==> src/rtl/uart_loader.sv <==
// UART memory loader: receives W/R commands over 8N1 serial, masters a byte bus
// while holding the CPU, and returns read data or an ACK byte over TXD.
module uart_loader #(
  parameter int unsigned CLK_HZ = 50000000,
  parameter int unsigned BAUD   = 9600
) (
  input  logic        clk_50,
  input  logic        rst_n,
  input  logic        RXD,
  output logic        TXD,
  output logic        mem_req,
  output logic        mem_we,
  output logic [15:0] mem_addr,
  output logic [7:0]  mem_wdata,
  input  logic [7:0]  mem_rdata,
  input  logic        mem_ack,
  output logic        cpu_hold,
  output logic        frame_err
);

  localparam int unsigned Div  = CLK_HZ / BAUD;
  localparam int unsigned CntW = $clog2(Div);
  localparam logic [CntW-1:0] DivM1  = CntW'(Div - 1);
  localparam logic [CntW-1:0] HalfM1 = CntW'(Div / 2 - 1);

  typedef enum logic [1:0] {RxIdle, RxStart, RxData, RxStop} rx_state_e;
  typedef enum logic [3:0] {
    StCmd, StAh, StAl, StLen, StWdata, StWbus, StRbus, StRsend, StAck
  } p_state_e;

  // Synchronizer plus previous value for falling-edge detection; idle high
  logic rxd_s1, rxd_s2, rxd_prev;

  // Two-flop RXD synchronizer and edge history
  always_ff @(posedge clk_50 or negedge rst_n) begin
    if (!rst_n) begin
      rxd_s1   <= 1'b1;
      rxd_s2   <= 1'b1;
      rxd_prev <= 1'b1;
    end else begin
      rxd_s1   <= RXD;
      rxd_s2   <= rxd_s1;
      rxd_prev <= rxd_s2;
    end
  end

  rx_state_e       rx_state_q, rx_state_d;
  logic [CntW-1:0] rx_cnt_q, rx_cnt_d;
  logic [2:0]      rx_bit_q, rx_bit_d;
  logic [7:0]      rx_shift_q, rx_shift_d;
  logic            rx_valid_q, rx_valid_d;
  logic            rx_err_q, rx_err_d;

  // Receiver state register
  always_ff @(posedge clk_50 or negedge rst_n) begin
    if (!rst_n) begin
      rx_state_q <= RxIdle;
      rx_cnt_q   <= '0;
      rx_bit_q   <= '0;
      rx_shift_q <= '0;
      rx_valid_q <= 1'b0;
      rx_err_q   <= 1'b0;
    end else begin
      rx_state_q <= rx_state_d;
      rx_cnt_q   <= rx_cnt_d;
      rx_bit_q   <= rx_bit_d;
      rx_shift_q <= rx_shift_d;
      rx_valid_q <= rx_valid_d;
      rx_err_q   <= rx_err_d;
    end
  end

  // Receiver next state: half-bit to mid start, then one sample per bit period
  always_comb begin
    rx_state_d = rx_state_q;
    rx_cnt_d   = rx_cnt_q;
    rx_bit_d   = rx_bit_q;
    rx_shift_d = rx_shift_q;
    rx_valid_d = 1'b0;
    rx_err_d   = 1'b0;
    if (rx_state_q != RxIdle && rx_cnt_q != '0) begin
      rx_cnt_d = rx_cnt_q - 1'b1;
    end else begin
      unique case (rx_state_q)
        RxIdle: begin
          if (rxd_prev && !rxd_s2) begin
            rx_state_d = RxStart;
            rx_cnt_d   = HalfM1;
          end
        end
        RxStart: begin
          // High at mid start bit is a glitch: drop silently
          if (rxd_s2) begin
            rx_state_d = RxIdle;
          end else begin
            rx_state_d = RxData;
            rx_cnt_d   = DivM1;
            rx_bit_d   = '0;
          end
        end
        RxData: begin
          rx_shift_d = {rxd_s2, rx_shift_q[7:1]};
          rx_cnt_d   = DivM1;
          rx_bit_d   = rx_bit_q + 1'b1;
          if (rx_bit_q == 3'd7) rx_state_d = RxStop;
        end
        RxStop: begin
          rx_valid_d = rxd_s2;
          rx_err_d   = !rxd_s2;
          rx_state_d = RxIdle;
        end
        default: rx_state_d = RxIdle;
      endcase
    end
  end

  logic            tx_load;
  logic [7:0]      tx_byte;
  logic [9:0]      tx_shift_q, tx_shift_d;
  logic [CntW-1:0] tx_cnt_q, tx_cnt_d;
  logic [3:0]      tx_bits_q, tx_bits_d;
  logic            tx_busy_q, tx_busy_d;
  logic            tx_done_q, tx_done_d;

  // Transmitter state register
  always_ff @(posedge clk_50 or negedge rst_n) begin
    if (!rst_n) begin
      tx_shift_q <= '1;
      tx_cnt_q   <= '0;
      tx_bits_q  <= '0;
      tx_busy_q  <= 1'b0;
      tx_done_q  <= 1'b0;
    end else begin
      tx_shift_q <= tx_shift_d;
      tx_cnt_q   <= tx_cnt_d;
      tx_bits_q  <= tx_bits_d;
      tx_busy_q  <= tx_busy_d;
      tx_done_q  <= tx_done_d;
    end
  end

  // Transmitter next state: shift {stop, data, start} out LSB first
  always_comb begin
    tx_shift_d = tx_shift_q;
    tx_cnt_d   = tx_cnt_q;
    tx_bits_d  = tx_bits_q;
    tx_busy_d  = tx_busy_q;
    tx_done_d  = 1'b0;
    if (tx_load) begin
      tx_shift_d = {1'b1, tx_byte, 1'b0};
      tx_cnt_d   = DivM1;
      tx_bits_d  = 4'd9;
      tx_busy_d  = 1'b1;
    end else if (tx_busy_q) begin
      if (tx_cnt_q != '0) begin
        tx_cnt_d = tx_cnt_q - 1'b1;
      end else if (tx_bits_q == '0) begin
        tx_busy_d = 1'b0;
        tx_done_d = 1'b1;
      end else begin
        tx_shift_d = {1'b1, tx_shift_q[9:1]};
        tx_bits_d  = tx_bits_q - 1'b1;
        tx_cnt_d   = DivM1;
      end
    end
  end

  assign TXD = tx_busy_q ? tx_shift_q[0] : 1'b1;

  p_state_e    p_state_q, p_state_d;
  logic [15:0] addr_q, addr_d;
  logic [8:0]  rem_q, rem_d;
  logic [7:0]  wdata_q, wdata_d;
  logic [7:0]  skid_q, skid_d;
  logic        skid_full_q, skid_full_d;
  logic        is_wr_q, is_wr_d;
  logic        abort_q, abort_d;
  logic        skid_ovf;

  // Command parser state register
  always_ff @(posedge clk_50 or negedge rst_n) begin
    if (!rst_n) begin
      p_state_q   <= StCmd;
      addr_q      <= '0;
      rem_q       <= '0;
      wdata_q     <= '0;
      skid_q      <= '0;
      skid_full_q <= 1'b0;
      is_wr_q     <= 1'b0;
      abort_q     <= 1'b0;
    end else begin
      p_state_q   <= p_state_d;
      addr_q      <= addr_d;
      rem_q       <= rem_d;
      wdata_q     <= wdata_d;
      skid_q      <= skid_d;
      skid_full_q <= skid_full_d;
      is_wr_q     <= is_wr_d;
      abort_q     <= abort_d;
    end
  end

  // Command parser next state, bus sequencing and transmit requests
  always_comb begin
    p_state_d   = p_state_q;
    addr_d      = addr_q;
    rem_d       = rem_q;
    wdata_d     = wdata_q;
    skid_d      = skid_q;
    skid_full_d = skid_full_q;
    is_wr_d     = is_wr_q;
    abort_d     = abort_q;
    tx_load     = 1'b0;
    tx_byte     = 8'h06;
    skid_ovf    = 1'b0;
    unique case (p_state_q)
      StCmd: begin
        if (rx_valid_q && (rx_shift_q == 8'h57 || rx_shift_q == 8'h52)) begin
          is_wr_d   = (rx_shift_q == 8'h57);
          p_state_d = StAh;
        end
      end
      StAh, StAl, StLen, StWdata: begin
        if (rx_err_q) begin
          p_state_d = StCmd;
        end else if (rx_valid_q) begin
          unique case (p_state_q)
            StAh: begin
              addr_d[15:8] = rx_shift_q;
              p_state_d    = StAl;
            end
            StAl: begin
              addr_d[7:0] = rx_shift_q;
              p_state_d   = StLen;
            end
            StLen: begin
              rem_d     = {rx_shift_q == 8'h00, rx_shift_q};
              p_state_d = is_wr_q ? StWdata : StRbus;
            end
            default: begin
              wdata_d   = rx_shift_q;
              p_state_d = StWbus;
            end
          endcase
        end
      end
      StWbus: begin
        // A framing error here waits for the in-flight write to finish
        if (rx_err_q) abort_d = 1'b1;
        if (mem_ack) begin
          addr_d = addr_q + 16'd1;
          rem_d  = rem_q - 9'd1;
          if (abort_q || rx_err_q) begin
            p_state_d   = StCmd;
            abort_d     = 1'b0;
            skid_full_d = 1'b0;
          end else if (rem_q == 9'd1) begin
            p_state_d   = StAck;
            tx_load     = 1'b1;
            skid_full_d = 1'b0;
          end else if (skid_full_q) begin
            wdata_d     = skid_q;
            skid_full_d = rx_valid_q;
            if (rx_valid_q) skid_d = rx_shift_q;
          end else if (rx_valid_q) begin
            wdata_d = rx_shift_q;
          end else begin
            p_state_d = StWdata;
          end
        end else if (rx_valid_q) begin
          skid_d      = rx_shift_q;
          skid_full_d = 1'b1;
          skid_ovf    = skid_full_q;
        end
      end
      StRbus: begin
        if (rx_err_q) abort_d = 1'b1;
        if (mem_ack) begin
          if (abort_q || rx_err_q) begin
            p_state_d = StCmd;
            abort_d   = 1'b0;
          end else begin
            tx_load   = 1'b1;
            tx_byte   = mem_rdata;
            p_state_d = StRsend;
          end
        end
      end
      StRsend: begin
        if (rx_err_q) begin
          p_state_d = StCmd;
        end else if (tx_done_q) begin
          addr_d    = addr_q + 16'd1;
          rem_d     = rem_q - 9'd1;
          p_state_d = (rem_q == 9'd1) ? StCmd : StRbus;
        end
      end
      StAck: begin
        if (rx_err_q || tx_done_q) p_state_d = StCmd;
      end
      default: p_state_d = StCmd;
    endcase
  end

  assign mem_req   = (p_state_q == StWbus) || (p_state_q == StRbus);
  assign mem_we    = (p_state_q == StWbus);
  assign mem_addr  = addr_q;
  assign mem_wdata = wdata_q;
  assign cpu_hold  = (p_state_q != StCmd);
  assign frame_err = rx_err_q || skid_ovf;

endmodule

==> config.mk <==
export PLATFORM = sky130hd
export DESIGN_NAME = uart_loader
export DESIGN_NICKNAME = d
export VERILOG_FILES = /design/src/rtl/uart_loader.sv
export SDC_FILE = /design/constraint.sdc
export NUM_CORES = 1
export LEC_CHECK = 0
export CORE_ASPECT_RATIO = 1.4
export CORE_MARGIN = 2
export CORE_UTILIZATION = 36
export CTS_CLUSTER_SIZE = 20
export DETAILED_ROUTE_END_ITERATION = 10
export PLACE_DENSITY = 0.57
export SYNTH_ARGS = -nofsm -noshare
export SYNTH_HDL_FRONTEND = slang
export SYNTH_SLANG_ARGS = --single-unit
==> constraint.sdc <==
create_clock -name clk_50 -period 2.84 [get_ports clk_50]
set_clock_uncertainty 0.1 [all_clocks]
set_input_delay 0.568 -clock clk_50 [delete_from_list [all_inputs] [get_ports clk_50]]
set_output_delay 0.568 -clock clk_50 [all_outputs]
set_load 0.01 [all_outputs]
==> flow_summary_export.csv, run 1 <==
group,metric,value,unit
synthesis,synth_warnings,0,
timing,timing.fmax,365.4,MHz
critical_path,reg2reg_slack,370,ps
cts,h-tree-depth,3,
floorplanning,pin_count,41,
critical_path,crit_path_max_fanout,11,
cts,insertion_delay,350,ps
floorplanning,die_w,114.9,um
timing,period_share,96.36,%
cts,cts_sinks,107,
placement,gp_congestion,0.8435,
critical_path,r2r_start,"rx_state_q[0]",
global_route,grt_pass1_vias,5171,
timing,setup_ws,103.5,ps
timing,rsz0062_at_grt,"no",
placement,io_buffers,40,
timing,setup_viol,0,
finish,final_cell_mix,"92 x dfrtp_1, 57 x nor2_1, 45 x nand2_1, 45 x a21oi_1, 40 x nor3_1",
critical_path,timing.rr.end,"rx_shift_q[5]",
synthesis,netlist_area,6198,um^2
finish,fin_nets,702,
floorplanning,fp.dieArea,18300,um^2
synthesis,async_flop_share,100.0,%
detailed_routing,vias_per_cell,5.843,
finish,area_delta_synth_final,15.42,%
detailed_routing,finalWirelength,15.24,mm
detailed_routing,drc_errors,0,
synthesis,synth_edf_count,0,
synthesis,syn_avg_cell_area,9.625,um^2
power_and_ir_drop,vdd_drop_max,345.6,uV
floorplanning,num_rows,56,
cts,path_clk_slew,70,ps
floorplanning,start_util,36.86,%
synthesis,syn_inst,644,
timing,final_max_slew_viol_count,0,
synthesis,synth_nets,669,
cts,root_buffer,"clkbuf_16",
synthesis,ys_ff_latch,107,
detailed_routing,antenna_left,0,
finish,fill_cells,1642,
power_and_ir_drop,p_total,6.910,mW
run,drv_cap,0,
floorplanning,die_y,159.3,um
critical_path,arrival,2070,ps
placement,dp.cells,869,
finish,stdcell_area,7154,um^2
run_status,outcome,"completed",
synthesis,synth.distinct_cells,89,
finish,layout_commonest_cell,"dfrtp_1",
critical_path,cp-end-kind,"output pin",
cts,cts_buffers,9,
placement,placedInstanceArea,6819,um^2
critical_path,worst_ep_required_time,2170,ps
finish,diodes,0,
critical_path,cpMaxStageDelayCell,"clkdlybuf4s50_1",
cts,clockBufferDepth,2,
finish,drive_gt1_share,18.18,%
global_route,overflow,0,
global_route,grt_pass1_wl,25.83,mm
critical_path,path_cells,"and3b_1 -> nand2b_4 -> clkinv_2 -> a41o_1 -> clkdlybuf4s50_1",
synthesis,ys.flop_type,"dfrtp_1",
timing,slew-limit-headroom,30.20,%
synthesis,synth_seq_area_share,43.44,%
global_route,grt.total_usage,17.24,%
detailed_routing,drtIter0Drc,404,
cts,cts_hold_buf,0,
power_and_ir_drop,p_leak,3.043,nW
finish,post-route-util,42.54,%
power_and_ir_drop,p_per_area,965.9,nW/um^2
placement,pre_cts_slack,120.9,ps
placement,dp.final_hpwl,10.88,mm
cts,cts_resized,1,
cts,cts_tree,"done",
timing,hold_viol,0,
critical_path,max_stage_delay,530,ps
cts,post-cts-setup-buffers,0,
timing,final.min_clock_period,2737,ps
timing,tightest_slew,1041,ps
critical_path,cp-start-kind,"flip-flop",
critical_path,criticalPathCategory,"flip-flop to output pin",
detailed_routing,avgRoutedWirePerCell,17.22,um
global_route,grt_max_degree,40,
timing,final.setup.tns,0,ps
finish,final_cells,885,
detailed_routing,vias,5171,
global_route,antenna_found_initial,0,
detailed_routing,dr.pass1.iters,5,
floorplanning,fp.coreArea,16820,um^2
critical_path,rr_worst_depth,5,
timing,hold_ws,86.05,ps
min_path,min_path_type,"primary input to asynchronous set/reset pin",
==> cells by family (layout without fill, tap and decap cells) <==
group | Yosys count | in the layout | synth area share [%]
AND/OR/NAND/NOR | 253 | 253 | 22.95
AO/OA/AOI/OAI | 164 | 164 | 18.05
flip-flops | 107 | 107 | 43.44
buffers and inverters | 58 | 96 | 4.299
multiplexers | 41 | 41 | 7.509
adder cells (fa/ha/maj) | 13 | 13 | 2.624
XOR/XNOR | 8 | 8 | 1.130
==> power by group <==
part           internal [mW]  switching [mW]  total (mW)
logic                   1.35            1.58        2.93
clock network          0.738           0.586        1.32
registers               2.03           0.627        2.66
total                   4.11            2.80        6.91
==> worst max-delay path by stage <==
stage	slack, ps	from	to
final	100	p_state_q[3]	frame_err
after global routing	30	p_state_q[0]	mem_req
after CTS	40	p_state_q[3]	frame_err
after detailed placement	120	mem_ack	tx_cnt_q[0]
after global placement	210	mem_ack	tx_cnt_q[0]
after floorplan	730	mem_ack	mem_addr[1]
==> Yosys cell counts, types with 3 or more instances <==
cell type  count  area, um^2
buf_2         16       80.08
o21ai_0       29       145.1
ha_1          13       162.7
nor2_1        57       214.0
a31oi_1       25       156.4
o22a_1        21       183.9
nor4_1         6       37.54
dfstp_2       12       315.3
o311ai_0       3       26.28
dfrtp_1       95        2377
and2_1         6       37.54
or3_1          8       50.05
clkbuf_1      14       52.55
or4_1          5       37.54
nand4_1       10       62.56
buf_4          3       22.52
xor2_1         5       43.79
nor2b_1        3       18.77
a22o_1         3       26.28
xnor2_1        3       26.28
a21oi_1       45       225.2
or2_2          3       18.77
nor3_1        40       200.2
and3_1         7       43.79
inv_1         20       75.07
a41oi_1        6       52.55
mux2_2        36       405.4
nor3_2         3       30.03
nand3_1       18       90.09
nand2_1       45       168.9
o21a_1         4       30.03
mux2i_1        3       30.03
nand2b_1       5       31.28
nand3b_1       4       30.03
==> state kept, by name, summed over array words and instances (netlist names), 3 cells and up, named ones only <==
register and cells:
tx_cnt_q 13, rx_shift_q 8, tx_shift_q 9, p_state_q 4
mem_addr 16, tx_bits_q 4, rx_bit_q 3, rem_q 9
mem_wdata 8, skid_q 8, rx_cnt_q 13
==> cell type report <==
type / count / area [um^2] / area share, %
tap: 203 / 254.0 / 3.550
sequential: 107 / 2696 / 37.69
clock buffer: 11 / 252.7 / 3.533
inverter: 21 / 80.08 / 1.119
timing repair buffer: 59 / 553.0 / 7.730
multi-input combinational: 479 / 3258 / 45.54
clock inverter: 5 / 60.06 / 0.8395
==> worst max-delay path, delay by kind of cell, from the launching register on <==
family	cells	cell delay, ps
AO/OA/AOI/OAI	1	180
buffers and inverters	2	650
flip-flops	1	480
AND/OR/NAND/NOR	2	410
==> layer usage <==
| metal | up-vias | GRT usage, % | share of wire (%) |
|---|---|---|---|
| met1 | 2585 | 21.15 | 42 |
| li1 | 2448 | - | - |
| met4 | 0 | 7.941 | 2.7 |
| met5 | - | 0 | 0 |
| met2 | 115 | 29.97 | 53 |
| met3 | 23 | 1.827 | 2.7 |
Note: power is estimated with default switching activity, not from simulation.
==> run 2: changes to the inputs <==
--- a/config.mk
+++ b/config.mk
@@ -10,7 +10,8 @@
 export CORE_UTILIZATION = 36
 export CTS_CLUSTER_SIZE = 20
 export DETAILED_ROUTE_END_ITERATION = 10
-export PLACE_DENSITY = 0.57
+export DONT_BUFFER_PORTS = 1
+export PLACE_DENSITY = 0.54
 export SYNTH_ARGS = -nofsm -noshare
 export SYNTH_HDL_FRONTEND = slang
 export SYNTH_SLANG_ARGS = --single-unit
==> run 2 against run 1 <==
Compared with the run above: the run now ends with negative hold slack left; critical endpoint unchanged; hold slack got worse by 280 ps; design area fell by 6.2%; via count fell by 5.8%; setup slack improved by 210 ps; wire length fell by 5.5%; power fell by 5.3%; largest cell class unchanged.
==> flow_summary_export.csv, run 2 (synthesis results as in run 1) <==
group,metric,value,unit
power_and_ir_drop,internal_power,3.858,mW
placement,io_buffers,0,
power_and_ir_drop,p_per_area,974.7,nW/um^2
global_route,overflow,0,
finish,post-route-util,39.90,%
detailed_routing,antenna_left,0,
timing,setup_viol,0,
detailed_routing,dr.pass1.iters,4,
timing,rsz0062_at_grt,"no",
timing,hold_ws,-195.6,ps
cts,cts_resized,0,
cts,clockBufferDepth,2,
timing,slew-limit-headroom,42.13,%
power_and_ir_drop,vdd_drop_max,303.0,uV
cts,post-cts-setup-buffers,0,
global_route,grt_pass1_wl,24.76,mm
timing,hold_viol,95,
detailed_routing,drc_errors,0,
finish,area_delta_synth_final,8.256,%
finish,diodes,0,
finish,fin_nets,661,
detailed_routing,finalWirelength,14.40,mm
finish,final_cells,844,
power_and_ir_drop,p_comb_share,38.2,%
floorplanning,pin_count,41,
timing,final_max_slew_viol_count,0,
finish,fill_cells,1667,
timing,timing.fmax,395.2,MHz
global_route,antenna_found_initial,0,
placement,dp.final_hpwl,10.21,mm
critical_path,criticalPathCategory,"flip-flop to output pin",
floorplanning,die_y,159.3,um
power_and_ir_drop,p_leak,2.882,nW
run_status,violations,"negative hold slack",
power_and_ir_drop,p_total,6.541,mW
finish,drive_gt1_share,18.10,%
finish,layout_commonest_cell,"dfrtp_1",
cts,insertion_delay,350,ps
cts,cts_buffers,9,
critical_path,cp-start-kind,"flip-flop",
placement,pre_cts_slack,139.0,ps
timing,final.setup.tns,0,ps
finish,final_cell_mix,"95 x dfrtp_1, 57 x nor2_1, 45 x nand2_1, 45 x a21oi_1, 40 x nor3_1",
cts,root_buffer,"clkbuf_16",
run,drv_cap,0,
timing,setup_ws,309.5,ps
critical_path,arrival,1860,ps
floorplanning,fp.dieArea,18300,um^2
cts,h-tree-depth,3,
timing,final.min_clock_period,2531,ps
timing,tightest_slew,868.0,ps
power_and_ir_drop,p_seq_share,41.8,%
power_and_ir_drop,power.switching,2.683,mW
global_route,grt_pass1_vias,4966,
floorplanning,die_w,114.9,um
detailed_routing,vias,4871,
floorplanning,start_util,36.86,%
cts,cts_tree,"done",
cts,cts_sinks,107,
floorplanning,fp.coreArea,16820,um^2
run_status,outcome,"complete, but fails checks",
power_and_ir_drop,switching_share,41.02,%
global_route,grt.total_usage,16.51,%
critical_path,worst_ep_required_time,2170,ps
detailed_routing,vias_per_cell,5.771,
floorplanning,num_rows,56,
critical_path,cp-end-kind,"output pin",
timing,period_share,89.10,%
power_and_ir_drop,p_clk_share,20.0,%
global_route,grt_max_degree,108,
detailed_routing,drtIter0Drc,368,
finish,largest_reg_flops,16,
placement,dp.cells,827,
cts,path_clk_slew,70,ps
min_path,min_path_type,"primary input to asynchronous set/reset pin",
detailed_routing,avgRoutedWirePerCell,17.06,um
critical_path,crit_path_max_fanout,15,
placement,gp_congestion,0.7862,
## run 2: final cells by class
class	count	area (um^2)	share of cell area, %
inverter	21	80.08	1.193
tap	203	254.0	3.785
timing repair buffer	18	132.6	1.977
clock inverter	6	72.57	1.081
clock buffer	10	239.0	3.561
sequential	107	2693	40.13
multi-input combinational	479	3239	48.28
## run 2: path summary, 6_finish.rpt
kind                               from             to  slack (ps)  depth (start not counted)
setup / recovery           p_state_q[1]      frame_err         310                          4
hold / removal                    rst_n    mem_addr[6]        -200                          0
setup reg to reg           p_state_q[0]   tx_cnt_q[10]         400                          4
hold reg to reg                  rxd_s1         rxd_s2         270                          0
max in group asynchronous         rst_n  tx_shift_q[7]        2550                          0
min in group clk_50                 RXD         rxd_s1         120                          0
## run 2: critical path, cell delays in order (launching register included)
cell and delay (ps):
dfrtp_1 670, buf_4 250, nand2b_4 160, clkinv_2 120, a41o_1 310
## run 2: power groups by stage
stage / Combinational (mW) / Clock [mW] / Sequential, mW
2_1_floorplan: 2.13 / 0 / 2.51
3_3_place_gp: 2.44 / 0 / 2.73
3_5_place_dp: 2.50 / 0 / 2.76
4_1_cts: 2.51 / 1.36 / 2.73
5_1_grt: 2.85 / 1.41 / 2.83
6_report: 2.50 / 1.31 / 2.73
## run 2: layer usage
layer	global-route usage [%]	vias up	wire length [um]
met5	0	-	0
met4	7.448	0	412
met3	2.360	26	388
met2	28.07	73	7521
met1	20.48	2412	6079
li1	-	2360	-
## run 2: per-stage QoR
stage / hold slack [ps] / cell area, um^2
2_1_floorplan: 172.4 / 6198
3_3_place_gp: 175.6 / 6394
3_5_place_dp: 174.9 / 6394
4_1_cts: -208.8 / 6705
5_1_grt: -216.7 / 6710
6_report: -195.6 / 6710
